### src/rtl/p4_mem_stage.sv
// P4 memory-access stage: issues data-memory requests, formats load data, drives the P4/P5 bundle.
// Optional MISALIGN_TRAP_EN: flag misaligned half/word accesses instead of issuing them.
package p4_mem_stage_pkg;
    localparam int unsigned P4P5_CTRL_W = 8;

    typedef struct packed {
        logic [31:0]            alu_out;
        logic [31:0]            mem_rdata;
        logic [4:0]             reg_wr_port;
        logic [P4P5_CTRL_W-1:0] ctrl;
        logic [31:0]            insn;
    } p4p5_t;
endpackage

module p4_mem_stage
    import p4_mem_stage_pkg::*;
#(
    // Must match P4P5_CTRL_W, which sizes the ctrl field of p4p5_t
    parameter int unsigned CTRL_W = P4P5_CTRL_W
) (
    input  logic              i_clk,
    input  logic              i_rst_n,
    input  logic              i_valid,
    input  logic [31:0]       i_alu_out,
    input  logic [31:0]       i_store_data,
    input  logic              i_mem_rd,
    input  logic              i_mem_wr,
    input  logic [2:0]        i_funct3,
    input  logic [4:0]        i_reg_wr_port,
    input  logic [CTRL_W-1:0] i_ctrl,
    input  logic [31:0]       i_insn,
    output p4p5_t             o_p4p5,
    output logic              o_stall,
    output logic              o_dmem_req_valid,
    input  logic              i_dmem_req_ready,
    output logic [31:0]       o_dmem_addr,
    output logic              o_dmem_we,
    output logic [3:0]        o_dmem_wstrb,
    output logic [31:0]       o_dmem_wdata,
    input  logic              i_dmem_rsp_valid,
    input  logic [31:0]       i_dmem_rdata,
    input  logic              i_dmem_err,
    output logic              o_bus_err,
    output logic              o_misalign
);
    localparam logic [31:0] NOP = 32'h0000_0013;

    typedef enum logic [1:0] {StIdle, StReq, StWait, StDone} state_e;

    state_e      r_state, nxt_state;
    logic [31:0] r_rdata;
    logic        r_err;

    logic        mem_op, is_load, trap, bubble;
    logic [1:0]  lane;
    logic [3:0]  wstrb;
    logic [31:0] wdata, load_fmt;
    logic [7:0]  ld_byte;
    logic [15:0] ld_half;

    assign lane    = i_alu_out[1:0];
    assign mem_op  = i_valid & (i_mem_rd | i_mem_wr);
    assign is_load = i_mem_rd;

`ifdef MISALIGN_TRAP_EN
    logic misaligned;
    assign misaligned = ((i_funct3[1:0] == 2'b01) & lane[0]) |
                        ((i_funct3[1:0] == 2'b10) & (lane != 2'b00));
    assign trap = mem_op & misaligned & (r_state == StIdle);
`else
    assign trap = 1'b0;
`endif
    assign o_misalign = trap;

    // Store lane steering; half/word ignore the low address bits they cannot use
    always_comb begin
        wstrb = 4'b1111;
        wdata = i_store_data;
        case (i_funct3[1:0])
            2'b00: begin
                wstrb = 4'b0001 << lane;
                wdata = {4{i_store_data[7:0]}};
            end
            2'b01: begin
                wstrb = lane[1] ? 4'b1100 : 4'b0011;
                wdata = {2{i_store_data[15:0]}};
            end
            default: ;
        endcase
    end

    assign o_dmem_addr  = {i_alu_out[31:2], 2'b00};
    assign o_dmem_we    = ~is_load;
    assign o_dmem_wstrb = is_load ? 4'b0000 : wstrb;
    assign o_dmem_wdata = wdata;

    always_comb begin
        ld_byte = i_dmem_rdata[7:0];
        case (lane)
            2'd1:    ld_byte = i_dmem_rdata[15:8];
            2'd2:    ld_byte = i_dmem_rdata[23:16];
            2'd3:    ld_byte = i_dmem_rdata[31:24];
            default: ;
        endcase
        ld_half  = lane[1] ? i_dmem_rdata[31:16] : i_dmem_rdata[15:0];
        load_fmt = i_dmem_rdata;
        case (i_funct3[1:0])
            2'b00:   load_fmt = {{24{~i_funct3[2] & ld_byte[7]}}, ld_byte};
            2'b01:   load_fmt = {{16{~i_funct3[2] & ld_half[15]}}, ld_half};
            default: ;
        endcase
    end

    always_comb begin
        nxt_state        = r_state;
        o_dmem_req_valid = 1'b0;
        o_stall          = 1'b0;
        case (r_state)
            StIdle: begin
                if (mem_op && !trap) begin
                    o_dmem_req_valid = 1'b1;
                    if (is_load) begin
                        o_stall   = 1'b1;
                        nxt_state = i_dmem_req_ready ? StWait : StReq;
                    end else if (!i_dmem_req_ready) begin
                        o_stall   = 1'b1;
                        nxt_state = StReq;
                    end
                end
            end
            StReq: begin
                o_dmem_req_valid = 1'b1;
                o_stall          = 1'b1;
                if (i_dmem_req_ready) begin
                    // Posted store releases the pipeline on the accept cycle
                    if (is_load) begin
                        nxt_state = StWait;
                    end else begin
                        o_stall   = 1'b0;
                        nxt_state = StIdle;
                    end
                end
            end
            StWait: begin
                o_stall = 1'b1;
                if (i_dmem_rsp_valid) nxt_state = StDone;
            end
            StDone:  nxt_state = StIdle;
            default: nxt_state = StIdle;
        endcase
    end

    always_ff @(posedge i_clk or negedge i_rst_n) begin
        if (!i_rst_n) begin
            r_state <= StIdle;
            r_rdata <= '0;
            r_err   <= 1'b0;
        end else begin
            r_state <= nxt_state;
            if (r_state == StWait && i_dmem_rsp_valid) begin
                r_rdata <= i_dmem_err ? '0 : load_fmt;
                r_err   <= i_dmem_err;
            end
        end
    end

    assign o_bus_err = (r_state == StDone) & r_err;
    assign bubble    = o_stall | ~i_valid | trap;

    always_comb begin
        o_p4p5      = '0;
        o_p4p5.insn = NOP;
        if (!bubble) begin
            o_p4p5.alu_out     = i_alu_out;
            o_p4p5.mem_rdata   = (r_state == StDone) ? r_rdata : '0;
            o_p4p5.reg_wr_port = i_reg_wr_port;
            o_p4p5.ctrl        = i_ctrl;
            o_p4p5.insn        = i_insn;
        end
    end
endmodule

### config.mk
export PLATFORM = sky130hd
export DESIGN_NAME = p4_mem_stage
export DESIGN_NICKNAME = d
export VERILOG_FILES = /design/src/rtl/p4_mem_stage.sv
export SDC_FILE = /design/constraint.sdc
export NUM_CORES = 1
export LEC_CHECK = 0
export BUFFER_PORTS_ARGS = -buffer_cell sky130_fd_sc_hd__buf_4
export CAP_MARGIN = 20
export CELL_PAD_IN_SITES_DETAIL_PLACEMENT = 0
export CELL_PAD_IN_SITES_GLOBAL_PLACEMENT = 1
export CORE_ASPECT_RATIO = 0.7
export CORE_MARGIN = 3
export CORE_UTILIZATION = 26
export DETAILED_ROUTE_END_ITERATION = 10
export MAX_ROUTING_LAYER = met4
export PLACE_DENSITY = 0.93
export SLEW_MARGIN = 20
export SYNTH_ARGS = -nofsm -noshare
export SYNTH_HDL_FRONTEND = slang
export SYNTH_SLANG_ARGS = --single-unit
### constraint.sdc
create_clock -name i_clk -period 1.9 [get_ports i_clk]
set_clock_uncertainty 0.15 [all_clocks]
set_input_delay 0.38 -clock i_clk [delete_from_list [all_inputs] [get_ports i_clk]]
set_output_delay 0.38 -clock i_clk [all_outputs]
set_load 0.03 [all_outputs]
# Word-level counts from Yosys, hierarchy flattened

Cells that the tools add are included.

Shifts and indexed selects: 1
Reduce and logical (&&, ||, !) cells: 4
Bitwise operators: 9
Equality and inequality tests: 11
Multiplexer cells: 26

Operators with widths:

| kind                  | count |
|---|---|
| $pmux W32 S2          | 2 |
| $mux W109             | 1 |
| $mux W32              | 2 |
| $pmux W8 S3           | 1 |
| $mux W16              | 1 |
| $mux W2               | 7 |
| $eq A2 B2 Y1 const B  | 4 |
| $mux W4               | 2 |
| $pmux W2 S4           | 1 |
| $pmux W4 S2           | 1 |
| $eq A2 B1 Y1 const B  | 3 |
| $mux W1               | 6 |
| $ne A2 B2 Y1 const B  | 3 |
| $and A1 B1 Y1         | 4 |
| $logic_not A2 Y1      | 2 |
| $reduce_and A4 Y1     | 1 |
| $shl A1 B2 Y4 const A | 1 |
| $ne A3 B3 Y1 const B  | 1 |
| $not A1 Y1            | 3 |
| $pmux W1 S3           | 1 |
| $or A1 B1 Y1          | 2 |
| $pmux W1 S2           | 1 |
| $logic_and A1 B1 Y1   | 1 |

Flip-flop bits (word level): 35
Logic and storage cells: 54
Output and inout port bits: 182
Bits of input ports: 152

# Depth between registers and ports, before layout

Gate-level depths: netlist of run 1.

Word-level depth: 6
Mapped depth: 6
Mapped depth without buffers: 3

# Least setup slack after synthesis of run 1

Ideal clock, no wire load.

Kind: register -> output
Start: register r_state[1]
End: output o_p4p5[78] (netlist bit)
Stages on the path, launching flop included: 6
Path slack: -0.265 ns
Buffers on the path: 2
Required time: 1.370 ns
Arrival time: 1.635 ns
Cells stage by stage: dfrtp_1 > buf_4 > nor2_1 > a22oi_2 > clkbuf_1 > nor3b_1

RTL lines:

| element                  | line | text |
|---|---|---|
| start: declaration       | 50   | `state_e r_state, nxt_state;` |
| start signal: assignment | 155  | `r_state <= StIdle;` |
| start signal: assignment | 159  | `r_state <= nxt_state;` |
| end: declaration         | 32   | `output p4p5_t o_p4p5,` |

==> metrics.yaml, run 1 <==
outcome:
  status: "finished, violations left"
  violations: "negative setup slack"
job:
  max-cap-violations: 0
detailed_routing:
  viasPerCell: 5.02
  drtPass1Iterations: 5
  via_count: 4640
  wl_per_cell_um: 21.8
  antenna_left: 0
  drt_iter0_markers: 298
  wirelength_um: 20100
  drc: 0
setup_path:
  reg2reg_from: "r_state[0]"
  critical_path.endpoint_type: "output port"
  crit_path_cell_trace: "buf_6, a22oi_2, buf_12, and3b_2, buf_6"
  cpPeakStageDelay_ps: 400
  cp_slowest_cell: "dfrtp_1"
  cp-start-kind: "flop"
  cp_common_cell: "buf_6"
  required_ps: 1370
  critPathKind: "flop to output port"
  ff2ff_path_depth: 6
  reg2reg_to: "r_rdata[21]"
  r2r_setup_slack_ps: 60
  crit_path_max_fanout: 67
  arrival_ps: 1740
layout:
  postLayoutCoreUtil: 0.515
  stdcell_area_mm2: 0.00726
  syn2layout_area_growth_pct: 91.8
  final_nets: 883
  drive_gt1_frac: 0.656
  nFillCells: 1309
global_route:
  grt.total_usage: 0.239
  grt_pass1_vias: 4468
  grt_max_degree: 68
  antenna_found_initial: 3
  grt_pass1_wl_um: 28400
  grt.overflow.total: 0
logic_synthesis:
  synthArstFlopShare: 1.00
  avgSynthCellArea_um2: 8.76
  synthAdderAreaFrac: 0
  synth_top_family_by_area: "simple AND/OR/NAND/NOR gates"
  yosysWarnings: 0
  synth_compound_gate_area_share: 0.185
  synth-simple-area-share: 0.343
  synth.cell_area_mm2: 0.00379
  synth_ff_type: "dfrtp_1"
  synth_cell_type_count: 46
  synthMuxAreaShare: 0.0859
  synthCells: 432
  synth-edff-count: 0
  yosysSeqAreaShare: 0.231
  synth-seq-cells: 35
  synth_xor_area_frac: 0
power_and_ir_drop:
  p_comb_frac: 0.620
  switching_share: 0.407
  irDropWorstVdd_v: 0.000397
  pwr-share-seq: 0.199
  intPower_w: 0.00351
  p_switching_w: 0.00241
  power.leakage_nw: 3.84
  power_frac_clock: 0.181
  power_density_mw_per_mm2: 816
  totalPowerFinal_w: 0.00593
timing:
  setup_viol: 110
  hold_viol: 0
  clock.fmax_mhz: 440
  period_needed_ps: 2270
  layout_setup_ws_ps: -372
  final_max_slew_viol_count: 0
  rsz0062_at_grt: "yes"
  fin_crit_sh: 1.20
cts:
  clock_path_buffers: 2
  cts.clk_slew.worst_paths_ps: 60
  h-tree-depth: 2
  cts_buffers: 5
  cts_tree: "built"
  clk_latency_ps: 280
  clkSinkCount: 35
  root_buffer: "clkbuf_16"
floorplanning:
  floorplan.initialDensity: 0.269
  io_pins: 334
  fp.dieW_um: 150
  rows: 36
  die_area_mm2: 0.0161
  dieHeight_um: 107
  coreArea_mm2: 0.0141
worst_hold_path:
  min_path_cells: 3
  hold_path.class: "input port to flop"
  worstHoldStart: "i_dmem_rdata[21]"
  hold_end: "r_rdata[21]"
placed_design:
  io_buffers: 330
  dpl.hpwl_um: 15400
  gp_congestion: 0.852
  dpl_cell_area_mm2: 0.00635
  dpl_worst_slack_ps: -219
power groups by stage:
| stage | sequential (W) | combinational, W | clock (W) |
|---|---|---|---|
| 3_3_place_gp | 0.00115 | 0.00316 | 0 |
| 5_1_grt | 0.00120 | 0.00386 | 0.00114 |
| 2_1_floorplan | 0.00110 | 0.00202 | 0 |
| 3_5_place_dp | 0.00116 | 0.00316 | 0 |
| 4_1_cts | 0.00116 | 0.00359 | 0.00108 |
| 6_report | 0.00118 | 0.00368 | 0.00107 |
per-stage QoR:
stage	hold WS, ps	cells	TNS [ps]
after detailed placement	221	900	-11300
after global placement	218	900	-10550
after floorplan	-65.6	434	-458
after CTS	221	919	-34040
after global routing	224	925	-40830
final	222	925	-34470
flip-flops by register name (all words and copies together), names as in the netlist:
signal	cells
r_rdata	32
r_state	2
r_err	1
area by class of cell:
| cell class | count | area (um2) | share of cell area |
|---|---|---|---|
| sequential | 35 | 876 | 0.121 |
| multi-input combinational | 307 | 2500 | 0.344 |
| clock buffer | 5 | 125 | 0.0172 |
| timing repair buffer | 378 | 3440 | 0.473 |
| inverter | 4 | 15.0 | 0.00207 |
| tap | 190 | 238 | 0.0327 |
| clock inverter | 3 | 67.6 | 0.00930 |
| antenna | 3 | 7.51 | 0.00103 |
critical path, delay by kind of cell (launching register included):
kind,cells,cell delay (ps)
simple gates,1,250
buf+inv,3,530
flops,1,400
compound gates,1,250
cells in the final DEF, fill, tap and decap left out, drive strengths merged, types with 8 or more instances in the layout:
cell type	netlist	final
and3b	74	74
buf	62	377
nand2	19	19
mux2i	10	10
nor2	16	16
and2	32	32
mux2	18	18
o21ai	12	12
dfrtp	35	35
o41ai	8	8
nand3	16	16
o21bai	8	8
a32oi	22	22
metal layers:
layer | track usage | vias to the layer above | routed length (um) | part of all wire
li1 | - | 2154 | - | -
met1 | 0.300 | 2183 | 8100 | 0.40
met2 | 0.383 | 283 | 9650 | 0.48
met3 | 0.0773 | 20 | 2040 | 0.10
met4 | 0.0457 | 0 | 329 | 0.016
met5 | - | - | 0 | 0
how the worst max path moves through the flow:
stage	from	end	slack, ps	depth (start not counted)
after floorplan	i_mem_rd	o_p4p5[0]	-50	5
after global placement	i_mem_wr	o_p4p5[0]	-210	6
after detailed placement	i_mem_wr	o_p4p5[0]	-220	6
after CTS	r_state[0]	o_p4p5[45]	-390	6
after global routing	r_state[0]	o_p4p5[1]	-450	5
final	r_state[0]	o_p4p5[85]	-370	5
what timing repair did:
action	4_1_cts	5_1_grt
resized for setup	139	27
setup buffers	5	9
pin swaps	2	8
endpoints found under the setup margin	115	114
hold buffers	1	0
hold endpoints to repair	35	0
cloned	5	0
cell usage after synthesis, types with 2 or more instances:
| cell type | instances | area, um2 |
|---|---|---|
| o31ai_1 | 2 | 15.0 |
| buf_2 | 12 | 60.1 |
| nor3b_1 | 7 | 52.6 |
| clkbuf_2 | 3 | 15.0 |
| and3_1 | 2 | 12.5 |
| o21a_1 | 7 | 52.6 |
| a31oi_1 | 7 | 43.8 |
| nor2_1 | 15 | 56.3 |
| a32oi_1 | 22 | 193 |
| nand2b_1 | 2 | 12.5 |
| o21ai_0 | 12 | 60.1 |
| inv_1 | 3 | 11.3 |
| nor2b_1 | 7 | 43.8 |
| buf_4 | 43 | 323 |
| o41ai_1 | 7 | 61.3 |
| clkbuf_1 | 23 | 86.3 |
| buf_6 | 6 | 67.6 |
| o211ai_1 | 7 | 52.6 |
| a2111oi_0 | 6 | 52.6 |
| o21bai_1 | 8 | 60.1 |
| nand2_1 | 19 | 71.3 |
| dfrtp_1 | 35 | 876 |
| mux2i_1 | 10 | 100 |
| a221oi_2 | 2 | 30.0 |
| a21oi_1 | 7 | 35.0 |
| mux2_2 | 18 | 203 |
| or3b_2 | 3 | 26.3 |
| and3b_1 | 74 | 648 |
| and2_1 | 32 | 200 |
| nand3_1 | 15 | 75.1 |
cells by family (layout without fill, tap and decap cells):
group / count (synthesis) / in the layout
AND/OR/NAND/NOR: 184 / 184
buffers and inverters: 92 / 390
AO/OA/AOI/OAI: 91 / 91
flip-flops: 35 / 35
multiplexers: 29 / 29
other: 1 / 6
No activity file was read; power rests on OpenSTA's default activity.
==> run 2, diff against run 1 <==
--- a/config.mk
+++ b/config.mk
@@ -14,7 +14,7 @@
 export CORE_UTILIZATION = 26
 export DETAILED_ROUTE_END_ITERATION = 10
 export MAX_ROUTING_LAYER = met4
-export PLACE_DENSITY = 0.93
+export PLACE_DENSITY_LB_ADDON = 0.1
 export SLEW_MARGIN = 20
 export SYNTH_ARGS = -nofsm -noshare
 export SYNTH_HDL_FRONTEND = slang
==> run 2 against run 1 <==
Against the previous run:
- the run still ends with negative setup slack left
- worst setup slack got worse by 17 ps
- non-clock buffer count stayed put
- core utilization decreased by 1.7 points
- largest cell class unchanged
- largest power group unchanged
==> metrics.yaml, run 2 (synthesis gave the netlist of run 1 again) <==
setup_path:
  required_ps: 1370
  critical_path.endpoint_type: "output port"
  crit_path_max_fanout: 14
  arrival_ps: 1760
  cp-start-kind: "flop"
  crit_path_cell_trace: "buf_4, a22oi_2, buf_6, buf_4, buf_12, and3b_1, buf_6"
  cp_slowest_cell: "dfrtp_1"
  critPathKind: "flop to output port"
  crit_family: "buffers and inverters"
  path_buf_inv: 5
  cpPeakStageDelay_ps: 400
global_route:
  grt_max_degree: 36
  grt.overflow.total: 0
  grt_pass1_vias: 4542
  antenna_found_initial: 0
  grt_pass1_wl_um: 26700
  grt.total_usage: 0.221
timing:
  relSlewSlack: 0.655
  clock.fmax_mhz: 437
  fin_crit_sh: 1.20
  rsz0062_at_grt: "yes"
  hold_viol: 0
  final_max_slew_viol_count: 0
  worst_pin_slew_ps: 505
  setup_viol: 109
  holdWs_ps: 220
  period_needed_ps: 2290
  layout_setup_ws_ps: -389
  finalSetupTns_ps: -32940
layout:
  largest-register: "r_rdata"
  layout_commonest_cell: "buf_4"
  nFillCells: 1356
  drive_gt1_frac: 0.617
  largest_register_ffs: 32
  final_cell_mix: "275 x buf_4, 93 x buf_6, 44 x and3b_1, 35 x dfrtp_1"
  diodes: 0
  final_nets: 883
  syn2layout_area_growth_pct: 85.4
  stdcell_area_mm2: 0.00702
  largestRegisters: "r_rdata (32), r_state (2), r_err (1)"
outcome:
  status: "finished, violations left"
  violations: "negative setup slack"
detailed_routing:
  wl_met3_um: 1430
  wirelength_um: 18700
  drtPass1Iterations: 4
  viasPerCell: 4.96
  wirelength_met1_um: 7840
  wl_per_cell_um: 20.3
  topRoutingLayerUsed: "met4"
  antenna_left: 0
  via_count: 4576
  drt_iter0_markers: 246
  wl_met2_um: 9320
  drc: 0
floorplanning:
  coreArea_mm2: 0.0141
  fp.dieW_um: 150
  floorplan.initialDensity: 0.269
  dieHeight_um: 107
  io_pins: 334
  rows: 36
  die_area_mm2: 0.0161
worst_hold_path:
  hold_path.class: "input port to flop"
cts:
  cts_tree: "built"
  clk_latency_ps: 280
  clkSinkCount: 35
  root_buffer: "clkbuf_16"
  clock_path_buffers: 2
  cts_buffers: 5
  h-tree-depth: 2
  cts.clk_slew.worst_paths_ps: 60
power_and_ir_drop:
  power.leakage_nw: 3.77
  irDropWorstVdd_v: 0.000337
  power_density_mw_per_mm2: 811
  totalPowerFinal_w: 0.00569
placed_design:
  gp_congestion: 0.846
  dpl.hpwl_um: 14500
  dpl_cell_area_mm2: 0.00632
  dpl_worst_slack_ps: -284
  io_buffers: 330
job:
  max-cap-violations: 0
run 2: changes by cell type in the layout (fill, tap and decap cells not counted), sizes merged:
cell,delta
clkinvlp,-1
clkbuf,+4
buf,-2
diode,-3
bufbuf,+1
bufinv,-2
run 2: per-stage QoR:
stage / std cells / utilization
2_1_floorplan: 434 / -
3_3_place_gp: 902 / 0.448
3_5_place_dp: 902 / 0.448
4_1_cts: 912 / 0.481
5_1_grt: 922 / 0.498
6_report: 922 / 0.498
run 2: worst paths after layout:
check                                  from     endpoint  slack, ps  cells past startpoint
max                              r_state[0]    o_p4p5[9]       -390                      7
min                        i_dmem_rdata[21]  r_rdata[21]        220                      3
max reg2reg                      r_state[0]  r_rdata[27]         90                      5
min reg2reg                      r_rdata[3]   r_rdata[3]        330                      2
max in group asynchronous           i_rst_n   r_rdata[0]        770                      2
min in group asynchronous           i_rst_n  r_rdata[27]        450                      2
run 2: repair_timing:
item	4_1_cts	5_1_grt
setup endpoints to repair	126	127
resized for setup	69	40
pin swaps	2	1
setup buffers	0	7
hold endpoints to repair	35	0
gates cloned	1	3
hold buffers	1	0
run 2: worst reg2reg max path, delay by kind of cell, from the launching register on:
| family | cells | cell delay [ps] |
|---|---|---|
| buf+inv | 2 | 370 |
| flops | 1 | 400 |
| simple gates | 3 | 810 |
run 2: layer usage:
metal	vias up	GRT usage
li1	2149	-
met1	2206	0.288
met2	210	0.361
met3	11	0.0528
met4	0	0.0294
met5	-	-
run 2: layout make-up:
| class | instances | area (um2) | share of cell area |
|---|---|---|---|
| clock buffer | 8 | 156 | 0.0223 |
| inverter | 4 | 15.0 | 0.00214 |
| multi-input combinational | 307 | 2420 | 0.345 |
| sequential | 35 | 876 | 0.125 |
| tap | 190 | 238 | 0.0339 |
| timing repair buffer | 378 | 3310 | 0.472 |
run 2: power breakdown:
| part | switching [W] | internal, W | total [W] | leakage (nW) |
|---|---|---|---|---|
| Sequential | 0.000140 | 0.00101 | 0.00115 | 0.458 |
| Clock | 0.000322 | 0.000559 | 0.000881 | 0.0772 |
| Combinational | 0.00188 | 0.00178 | 0.00366 | 3.23 |
==> run 3, diff against run 2 <==
--- a/config.mk
+++ b/config.mk
@@ -15,6 +15,7 @@
 export DETAILED_ROUTE_END_ITERATION = 10
 export MAX_ROUTING_LAYER = met4
 export PLACE_DENSITY_LB_ADDON = 0.1
+export SETUP_SLACK_MARGIN = 0.3
 export SLEW_MARGIN = 20
 export SYNTH_ARGS = -nofsm -noshare
 export SYNTH_HDL_FRONTEND = slang
==> run 3 against run 2 <==
Against the previous run:
- the flow still finishes with violations (negative setup slack)
- worst setup slack improved by 78 ps
- final cell count rose by 2.5%
- via count rose by 1.9%
- non-clock buffer count rose by 24
- critical path depth fell by 2
- clock-buffer cell count fell by 2
- critical path type unchanged
- critical endpoint is now o_p4p5[4]
==> metrics.yaml, run 3 (synthesis gave the netlist of run 1 again) <==
cts:
  clock_path_buffers: 2
  root_buffer: "clkbuf_16"
  clkSinkCount: 35
  h-tree-depth: 2
  cts.clk_slew.worst_paths_ps: 50
  clk_latency_ps: 280
  cts_buffers: 5
  cts_tree: "built"
setup_path:
  r2r_setup_slack_ps: 130
  reg2reg_from: "r_state[0]"
  reg2reg_to: "r_rdata[21]"
  critical_path.endpoint_type: "output port"
  ff2ff_path_depth: 7
  cp-start-kind: "flop"
  arrival_ps: 1680
  required_ps: 1370
  critPathKind: "flop to output port"
  crit_path_max_fanout: 39
timing:
  period_needed_ps: 2210
  finalSetupTns_ps: -27300
  setup_viol: 111
  fin_crit_sh: 1.16
  worst_pin_slew_ps: 662
  rsz0062_at_grt: "yes"
  layout_setup_ws_ps: -311
  hold_viol: 0
  relSlewSlack: 0.557
  final_max_slew_viol_count: 0
  holdWs_ps: 229
  clock.fmax_mhz: 452
floorplanning:
  rows: 36
  floorplan.initialDensity: 0.269
  fp.dieW_um: 150
  die_area_mm2: 0.0161
  coreArea_mm2: 0.0141
  io_pins: 334
  dieHeight_um: 107
global_route:
  grt_pass1_wl_um: 26300
  antenna_found_initial: 0
  met2_usage: 0.353
  grt_pass1_vias: 4395
  grt_max_degree: 58
  met1_usage: 0.284
  grt_use_met3: 0.0406
  grt.total_usage: 0.215
  grt.overflow.total: 0
  grt-busiest-layer: "met2"
power_and_ir_drop:
  pwr-share-seq: 0.187
  power.leakage_nw: 4.28
  irDropWorstVdd_v: 0.000414
  p_comb_frac: 0.668
  power_frac_clock: 0.145
  p_switching_w: 0.00258
  intPower_w: 0.00378
  power_density_mw_per_mm2: 759
  switching_share: 0.406
detailed_routing:
  antenna_left: 0
  drc: 0
  via_count: 4662
  drtPass1Iterations: 4
  wl_per_cell_um: 20.6
  viasPerCell: 4.93
  drt_iter0_markers: 218
  wirelength_um: 19500
placed_design:
  place_inst: 897
  gp_congestion: 0.774
  dpl.hpwl_um: 13400
  dpl_worst_slack_ps: -257
  io_buffers: 330
layout:
  largest_register_ffs: 32
  layout_commonest_cell: "buf_4"
  diodes: 0
  largestRegisters: "r_rdata (32), r_state (2), r_err (1)"
  largest-register: "r_rdata"
  final_nets: 907
  syn2layout_area_growth_pct: 121
  nFillCells: 1238
  final_cell_mix: "222 x buf_4, 148 x buf_6, 43 x and3b_2, 34 x dfrtp_1"
  stdcell_count: 945
  drive_gt1_frac: 0.752
job:
  max-cap-violations: 0
worst_hold_path:
  hold_end: "r_rdata[21]"
  min_path_cells: 3
  hold_path.class: "input port to flop"
  worstHoldStart: "i_dmem_rdata[21]"
outcome:
  violations: "negative setup slack"
  status: "finished, violations left"
## run 3: cell types whose count changed in the layout (fill, tap and decap cells not counted), moves of 13 or more
cell / previous run / this run
and3b_2: 30 / 43
and2_1: 30 / 1
buf_6: 93 / 148
mux2_4: 0 / 15
and3b_1: 44 / 31
buf_4: 275 / 222
and2_4: 2 / 31
mux2_2: 18 / 3
## run 3: area by class of cell
type,instances,area (um2),area share
Inverter,4,25.0,0.00299
Multi-Input combinational cell,307,3020,0.361
Clock buffer,6,129,0.0154
Tap cell,190,238,0.0284
Sequential cell,35,877,0.105
Clock inverter,1,30.0,0.00358
Timing Repair Buffer,402,4050,0.484
## run 3: worst max-delay path by stage
stage	startpoint	end	slack, ps
after floorplan	r_state[0]	o_p4p5[36]	70
after global placement	i_funct3[0]	r_rdata[0]	-210
after detailed placement	i_funct3[0]	r_rdata[0]	-260
after CTS	r_state[1]	o_p4p5[46]	-360
after global routing	r_state[0]	o_p4p5[0]	-380
final	r_state[0]	o_p4p5[4]	-310
## run 3: worst max-delay path, cell delays in order (launching register included)
cell and delay (ps):
dfrtp_1 400, o21bai_1 160, a22oi_2 120, buf_12 180, or3b_4 380, buf_6 150
## run 3: layer usage
layer  wire length (um)  up-vias
li1                   -     2202
met1               8070     2259
met2               9700      188
met3               1550       13
met4                154        0
met5                  0        -
## run 3: timing repair
item | 4_1_cts | 5_1_grt
hold buffers | 1 | 0
gates resized for setup | 148 | 101
pin swaps | 11 | 17
cloned | 6 | 8
endpoints found under the setup margin | 168 | 172
buffers inserted | 9 | 17
endpoints found under the hold margin | 35 | 0
## run 3: power by group through the flow
stage	Combinational [W]	Clock [W]	Sequential (W)
finish	0.00424	0.000919	0.00119
global route	0.00445	0.000967	0.00122
CTS	0.00370	0.000932	0.00118
detailed placement	0.00329	0	0.00118
global placement	0.00325	0	0.00118
floorplan	0.00222	0	0.00112
## run 3: through the flow
stage	total power (W)	area, um2	utilization
CTS	0.00581	7630	0.541
global route	0.00663	8380	0.594
finish	0.00635	8380	0.594
global placement	0.00443	6580	0.467
floorplan	0.00334	4180	-
detailed placement	0.00447	6580	0.467
